==> src/rtl/k423_wb_stage_if.sv <==
// MEM -> WB retire handshake: one instruction per accepted beat, with the load attributes
// WB needs to finish it.
interface k423_wb_stage_if #(
    parameter int XLEN   = 32,
    parameter int RIDX_W = 5
);
    logic              vld;
    logic              rdy;
    logic              rd_vld;
    logic [RIDX_W-1:0] rd_idx;
    logic [XLEN-1:0]   rd_data;
    logic              load;
    logic [1:0]        load_size;
    logic              load_uns;
    logic [1:0]        addr_lo;

    modport master (output vld, rd_vld, rd_idx, rd_data, load, load_size, load_uns, addr_lo,
                    input  rdy);
    modport slave  (input  vld, rd_vld, rd_idx, rd_data, load, load_size, load_uns, addr_lo,
                    output rdy);
endinterface

==> src/rtl/k423_wb_stage.sv <==
// Writeback stage: retires MEM instructions and waits for load data. It drives the regfile
// write/forward ports and exposes the pending load so that ID can detect load-use hazards.
module k423_wb_stage #(
    parameter int XLEN        = 32,
    parameter int RIDX_W      = 5,
    parameter int RSP_TIMEOUT = 255
) (
    input  logic              clk_i,
    input  logic              rst_i,
    k423_wb_stage_if.slave    mem,
    input  logic              dmem_rsp_vld_i,
    input  logic [XLEN-1:0]   dmem_rsp_data_i,
    output logic              wb_rd_vld_o,
    output logic [RIDX_W-1:0] wb_rd_idx_o,
    output logic [XLEN-1:0]   wb_rd_data_o,
    output logic              wb_fwd_rd_vld_o,
    output logic [RIDX_W-1:0] wb_fwd_rd_idx_o,
    output logic [XLEN-1:0]   wb_fwd_rd_data_o,
    output logic              wb_load_pending_o,
    output logic [RIDX_W-1:0] wb_load_pending_idx_o,
    output logic              wb_retire_o,
    output logic              wb_err_o
);
    localparam int CNT_W = (RSP_TIMEOUT < 2) ? 1 : $clog2(RSP_TIMEOUT);

    typedef enum logic [1:0] {IDLE, COMMIT, LDWAIT, LDCOMMIT} state_t;

    state_t            state_q, state_nx;
    logic              rd_vld_q, uns_q;
    logic [RIDX_W-1:0] idx_q;
    logic [XLEN-1:0]   data_q;
    logic [1:0]        size_q, addr_lo_q;
    logic [CNT_W-1:0]  cnt_q;
    logic              accept, timeout_hit, commit, wr_vld;

    function automatic logic [XLEN-1:0] extract(input logic [XLEN-1:0] d, input logic [1:0] sz,
                                                input logic uns, input logic [1:0] lo);
        logic [XLEN-1:0] sh_b, sh_h, r;
        sh_b = d >> {lo, 3'b000};
        sh_h = d >> {lo[1], 4'b0000};
        case (sz)
            2'd0:    r = uns ? XLEN'(sh_b[7:0])  : {{(XLEN-8){sh_b[7]}},   sh_b[7:0]};
            2'd1:    r = uns ? XLEN'(sh_h[15:0]) : {{(XLEN-16){sh_h[15]}}, sh_h[15:0]};
            default: r = d;
        endcase
        return r;
    endfunction

    assign mem.rdy     = (state_q != LDWAIT);
    assign accept      = mem.vld & mem.rdy;
    assign timeout_hit = (cnt_q == CNT_W'(RSP_TIMEOUT - 1));

    always_comb begin
        state_nx = state_q;
        wb_err_o = 1'b0;
        case (state_q)
            IDLE, COMMIT, LDCOMMIT: begin
                if (accept) state_nx = mem.load ? LDWAIT : COMMIT;
                else        state_nx = IDLE;
            end
            LDWAIT: begin
                // A response arriving on the last allowed cycle still completes the load.
                if (dmem_rsp_vld_i) begin
                    state_nx = LDCOMMIT;
                end else if (timeout_hit) begin
                    state_nx = IDLE;
                    wb_err_o = 1'b1;
                end
            end
            default: state_nx = IDLE;
        endcase
    end

    always_ff @(posedge clk_i) begin
        if (rst_i) begin
            state_q   <= IDLE;
            rd_vld_q  <= 1'b0;
            uns_q     <= 1'b0;
            idx_q     <= '0;
            data_q    <= '0;
            size_q    <= '0;
            addr_lo_q <= '0;
            cnt_q     <= '0;
        end else begin
            state_q <= state_nx;
            if (accept) begin
                rd_vld_q  <= mem.rd_vld;
                idx_q     <= mem.rd_idx;
                data_q    <= mem.rd_data;
                size_q    <= mem.load_size;
                uns_q     <= mem.load_uns;
                addr_lo_q <= mem.addr_lo;
                cnt_q     <= '0;
            end else if (state_q == LDWAIT) begin
                cnt_q <= cnt_q + CNT_W'(1);
                if (dmem_rsp_vld_i) data_q <= extract(dmem_rsp_data_i, size_q, uns_q, addr_lo_q);
            end
        end
    end

    assign commit = (state_q == COMMIT) || (state_q == LDCOMMIT);
    assign wr_vld = commit & rd_vld_q & (idx_q != '0);

    assign wb_rd_vld_o           = wr_vld;
    assign wb_rd_idx_o           = wr_vld ? idx_q  : '0;
    assign wb_rd_data_o          = wr_vld ? data_q : '0;
    assign wb_fwd_rd_vld_o       = wb_rd_vld_o;
    assign wb_fwd_rd_idx_o       = wb_rd_idx_o;
    assign wb_fwd_rd_data_o      = wb_rd_data_o;
    assign wb_load_pending_o     = (state_q == LDWAIT);
    assign wb_load_pending_idx_o = wb_load_pending_o ? idx_q : '0;
    assign wb_retire_o           = commit;
endmodule
==> src/flat_wrapper.sv <==
// flat-port wrapper written by rule: the top's interface ports become plain ports
module k423_wb_stage_flat 
#(
    parameter int XLEN        = 32,
    parameter int RIDX_W      = 5,
    parameter int RSP_TIMEOUT = 255
)
  (clk_i, rst_i, dmem_rsp_vld_i, dmem_rsp_data_i, wb_rd_vld_o, wb_rd_idx_o, wb_rd_data_o, wb_fwd_rd_vld_o, wb_fwd_rd_idx_o, wb_fwd_rd_data_o, wb_load_pending_o, wb_load_pending_idx_o, wb_retire_o, wb_err_o, mem_vld, mem_rd_vld, mem_rd_idx, mem_rd_data, mem_load, mem_load_size, mem_load_uns, mem_addr_lo, mem_rdy);
  k423_wb_stage_if #(.XLEN(XLEN), .RIDX_W(RIDX_W)) mem_i ();
  input  logic clk_i;
  input  logic rst_i;
  input  logic dmem_rsp_vld_i;
  input  logic [XLEN-1:0] dmem_rsp_data_i;
  output logic wb_rd_vld_o;
  output logic [RIDX_W-1:0] wb_rd_idx_o;
  output logic [XLEN-1:0] wb_rd_data_o;
  output logic wb_fwd_rd_vld_o;
  output logic [RIDX_W-1:0] wb_fwd_rd_idx_o;
  output logic [XLEN-1:0] wb_fwd_rd_data_o;
  output logic wb_load_pending_o;
  output logic [RIDX_W-1:0] wb_load_pending_idx_o;
  output logic wb_retire_o;
  output logic wb_err_o;
  input wire logic [$bits(mem_i.vld)-1:0] mem_vld;
  input wire logic [$bits(mem_i.rd_vld)-1:0] mem_rd_vld;
  input wire logic [$bits(mem_i.rd_idx)-1:0] mem_rd_idx;
  input wire logic [$bits(mem_i.rd_data)-1:0] mem_rd_data;
  input wire logic [$bits(mem_i.load)-1:0] mem_load;
  input wire logic [$bits(mem_i.load_size)-1:0] mem_load_size;
  input wire logic [$bits(mem_i.load_uns)-1:0] mem_load_uns;
  input wire logic [$bits(mem_i.addr_lo)-1:0] mem_addr_lo;
  output wire logic [$bits(mem_i.rdy)-1:0] mem_rdy;
  assign mem_i.vld = mem_vld;
  assign mem_i.rd_vld = mem_rd_vld;
  assign mem_i.rd_idx = mem_rd_idx;
  assign mem_i.rd_data = mem_rd_data;
  assign mem_i.load = mem_load;
  assign mem_i.load_size = mem_load_size;
  assign mem_i.load_uns = mem_load_uns;
  assign mem_i.addr_lo = mem_addr_lo;
  assign mem_rdy = mem_i.rdy;
  k423_wb_stage #(.XLEN(XLEN), .RIDX_W(RIDX_W), .RSP_TIMEOUT(RSP_TIMEOUT)) u_core (.clk_i(clk_i), .rst_i(rst_i), .mem(mem_i), .dmem_rsp_vld_i(dmem_rsp_vld_i), .dmem_rsp_data_i(dmem_rsp_data_i), .wb_rd_vld_o(wb_rd_vld_o), .wb_rd_idx_o(wb_rd_idx_o), .wb_rd_data_o(wb_rd_data_o), .wb_fwd_rd_vld_o(wb_fwd_rd_vld_o), .wb_fwd_rd_idx_o(wb_fwd_rd_idx_o), .wb_fwd_rd_data_o(wb_fwd_rd_data_o), .wb_load_pending_o(wb_load_pending_o), .wb_load_pending_idx_o(wb_load_pending_idx_o), .wb_retire_o(wb_retire_o), .wb_err_o(wb_err_o));
endmodule
==> config.mk <==
export PLATFORM = sky130hd
export DESIGN_NAME = k423_wb_stage_flat
export DESIGN_NICKNAME = d
export VERILOG_FILES = /design/src/rtl/k423_wb_stage_if.sv /design/src/rtl/k423_wb_stage.sv /design/src/flat_wrapper.sv
export SDC_FILE = /design/constraint.sdc
export NUM_CORES = 1
export LEC_CHECK = 0
export CORE_MARGIN = 3
export CORE_UTILIZATION = 42
export CTS_CLUSTER_SIZE = 20
export DETAILED_ROUTE_END_ITERATION = 10
export PLACE_DENSITY = 0.81
export SYNTH_ARGS = -nofsm -noshare
export SYNTH_HDL_FRONTEND = slang
export SYNTH_SLANG_ARGS = --single-unit
==> constraint.sdc <==
create_clock -name clk_i -period 2.3 [get_ports clk_i]
set_clock_uncertainty 0.2 [all_clocks]
set_input_delay 0.46 -clock clk_i [delete_from_list [all_inputs] [get_ports clk_i]]
set_output_delay 0.46 -clock clk_i [all_outputs]
set_load 0.01 [all_outputs]
==> results.ini <==
[synth]
synth_common_cells = dfxtp_1, nand2_1, and2_1, buf_4, nor2_1
syn_nets = 521
ys_async_sr_fraction = 0
ys_seq_elements = 53
yosys.area.top_type = dfxtp_1
yosys_warnings = 0
netlist_area_mm2 = 0.00363
synth-edff-count = 0
avgSynthCellArea_um2 = 8.27
yosysSeqAreaShare = 0.292
synth.distinct_cells = 56
synth-main-ff-cell = dfxtp_1
synthDominantCellAreaShare = 0.292
yosysMostFrequentCell = dfxtp_1
synth_area_leaders = dfxtp_1, buf_4, and2_1
synth_cells = 439

[power]
p_leak_nw = 2.11
peakVddDrop_v = 0.000288
p_per_area_mw_per_mm2 = 442

[setup_path]
slowest_stage = dfxtp_2
cp-end-kind = primary output
critPathBufInv = 3
path_delay_family = buffers and inverters
rr_startpoint = u_core.addr_lo_q[0]$_SDFFE_PP0P_
critPathKind = flip-flop to primary output
crit_required_ns = 1.64
timing.rr.end = u_core.data_q[9]$_SDFFE_PP0P_
arrival_ns = 1.59
slowest_delay_ns = 0.34
r2r_slack_ns = 0.28
worstRegToRegCells = 4
start_kind = flip-flop
crit_chain = nor3_2, a21oi_2, buf_4, buf_6, and2_1, clkdlybuf4s15_1
worstPathMaxFanout = 8

[grt]
grt_overflow_total = 0
grt_first_pass_wirelength_um = 19600
grt_usage = 0.246
grt_pass1_vias = 3913
antenna_found_initial = 0
grt_max_degree = 29

[sta]
fin_crit_ns = 2.25
drv_slew = 0
period_share = 0.977
totalNegativeSetupSlack_ns = 0
worst_slew_pin_slew_ns = 0.498
fmax_mhz = 445
maxSlewHeadroom = 0.659
rsz0062_at_grt = yes
final-setup-viol-count = 0
finalHoldViolations = 0

[layout]
antenna_cells = 0
nFillCells = 752
seqCellArea_mm2 = 0.00106
stdcell_count = 680
drive_gt1_frac = 0.261
multi_input_area_mm2 = 0.00207
fin_nets = 656
area_growth_pct = 39.3

[die]
ioPinCount = 165
die_height_um = 99.0
die_w_um = 99.0
core_mm2 = 0.00830
start_util = 0.437
die_area_mm2 = 0.00979
fp-row-count = 33

[clocking]
hold_buffers = 0
cts_root_buf = clkbuf_8
clkLatencyLatePin_ns = 0.31
cts_buffers = 5
numClockSinks = 53
h-tree-depth = 2
cts_tree = yes
cts_buffer_depth = 2
clk_pin_slew_ns = 0.10

[routing]
routedWlPerCell_um = 18.3
dr.pass1.iters = 4
postRouteAntennaNets = 0
drt_wl_total_um = 12400
vias_per_cell = 5.64
first_iter_violations = 253
num_vias = 3836
drc = 0

[placement]
gp_congestion = 0.990
placed_cells = 668
port_buffers = 164
dpl.hpwl_um = 9520

[status]
outcome = completed

[hold_path]
holdPathStages = 2
min_from = u_core.data_q[12]$_SDFFE_PP0P_
hold_end = u_core.data_q[12]$_SDFFE_PP0P_
hp-class = flip-flop to flip-flop

[job]
maxCapViolCount = 0

==> sequential cells by signal, indices dropped and copies added, names as in the netlist <==
register / cells
u_core.idx_q: 5
u_core.rd_vld_q: 1
u_core.data_q: 32
u_core.cnt_q: 8
u_core.state_q: 2
u_core.addr_lo_q: 2
u_core.size_q: 2
u_core.uns_q: 1
==> cell type report <==
class                           count  area share
Clock buffer                        6      0.0144
Clock inverter                      2     0.00272
Inverter                           10     0.00742
Multi-Input combinational cell    305       0.409
Sequential cell                    53       0.211
Tap cell                          105      0.0260
Timing Repair Buffer              199       0.330
==> logic make-up (layout without fill, tap and decap cells) <==
group | count (synthesis) | in the layout | synth area share
flops | 53 | 53 | 0.292
xor+xnor | 6 | 6 | 0.0145
mux | 12 | 12 | 0.0372
buf+inv | 81 | 217 | 0.142
simple gates | 173 | 173 | 0.253
fa+ha+maj | 2 | 2 | 0.00689
compound gates | 112 | 112 | 0.254
==> per-layer routing <==
metal | wire, um | share of wire | GRT usage | vias up
li1 | - | - | - | 1787
met2 | 6320 | 0.51 | 0.441 | 213
met5 | 0 | 0 | 0 | -
met3 | 1160 | 0.094 | 0.0552 | 17
met4 | 217 | 0.017 | 0.0683 | 0
met1 | 4720 | 0.38 | 0.292 | 1819
==> tightest hold or removal path: stages (launching register included) <==
cell and delay [ns]:
dfxtp_1 0.32, nand2_1 0.05, a21oi_1 0.05
==> report_power, final <==
part	switching, mW	total [mW]	internal, mW
registers	0.0463	1.04	0.991
clock network	0.317	0.535	0.218
logic	0.321	0.661	0.340
==> cells in the final DEF, fill, tap and decap left out, drive strengths merged, types with 11 or more instances in the layout <==
| master | netlist | layout |
|---|---|---|
| nand2 | 45 | 45 |
| a21oi | 30 | 30 |
| a22oi | 13 | 13 |
| nor2 | 33 | 33 |
| and2 | 43 | 43 |
| clkbuf | 12 | 64 |
| inv | 10 | 11 |
| a211oi | 19 | 19 |
| clkdlybuf4s50 | 0 | 86 |
| buf | 59 | 39 |
| dfxtp | 53 | 53 |
==> how the worst max path moves through the flow <==
stage / endpoint / from / cells after the start / slack, ns
global route: wb_err_o / u_core.cnt_q[3]$_SDFFE_PP0P_ / 4 / -0.03
floorplan: wb_rd_data_o[24] / u_core.state_q[0]$_SDFFE_PP0P_ / 5 / 0.23
finish: wb_fwd_rd_data_o[29] / u_core.idx_q[1]$_SDFFE_PP0P_ / 6 / 0.05
detailed placement: wb_err_o / dmem_rsp_vld_i / 3 / -0.11
CTS: wb_fwd_rd_data_o[15] / u_core.idx_q[1]$_SDFFE_PP0P_ / 6 / 0.0008
global placement: wb_err_o / dmem_rsp_vld_i / 3 / -0.10
==> per-stage QoR <==
stage	utilization	total power, mW	instance area (um2)	hold WS (ns)	setup slack [ns]
after CTS	0.644	2.24	5340	0.259	0.000795
after global routing	0.609	2.35	5060	0.290	-0.0339
after detailed placement	0.630	1.71	5230	0.246	-0.107
after floorplan	-	1.41	3630	0.232	0.230
after global placement	0.630	1.68	5230	0.241	-0.100
final	0.609	2.23	5060	0.260	0.0533
==> what timing repair did <==
| action | 4_1_cts | 5_1_grt |
|---|---|---|
| setup endpoints to repair | 77 | 71 |
| setup buffers | 2 | 1 |
| endpoints found under the hold margin | 0 | 0 |
| gates cloned | 1 | 0 |
| pin swaps | 2 | 0 |
| gates resized for setup | 154 | 68 |
No activity file was read; power rests on OpenSTA's default activity.
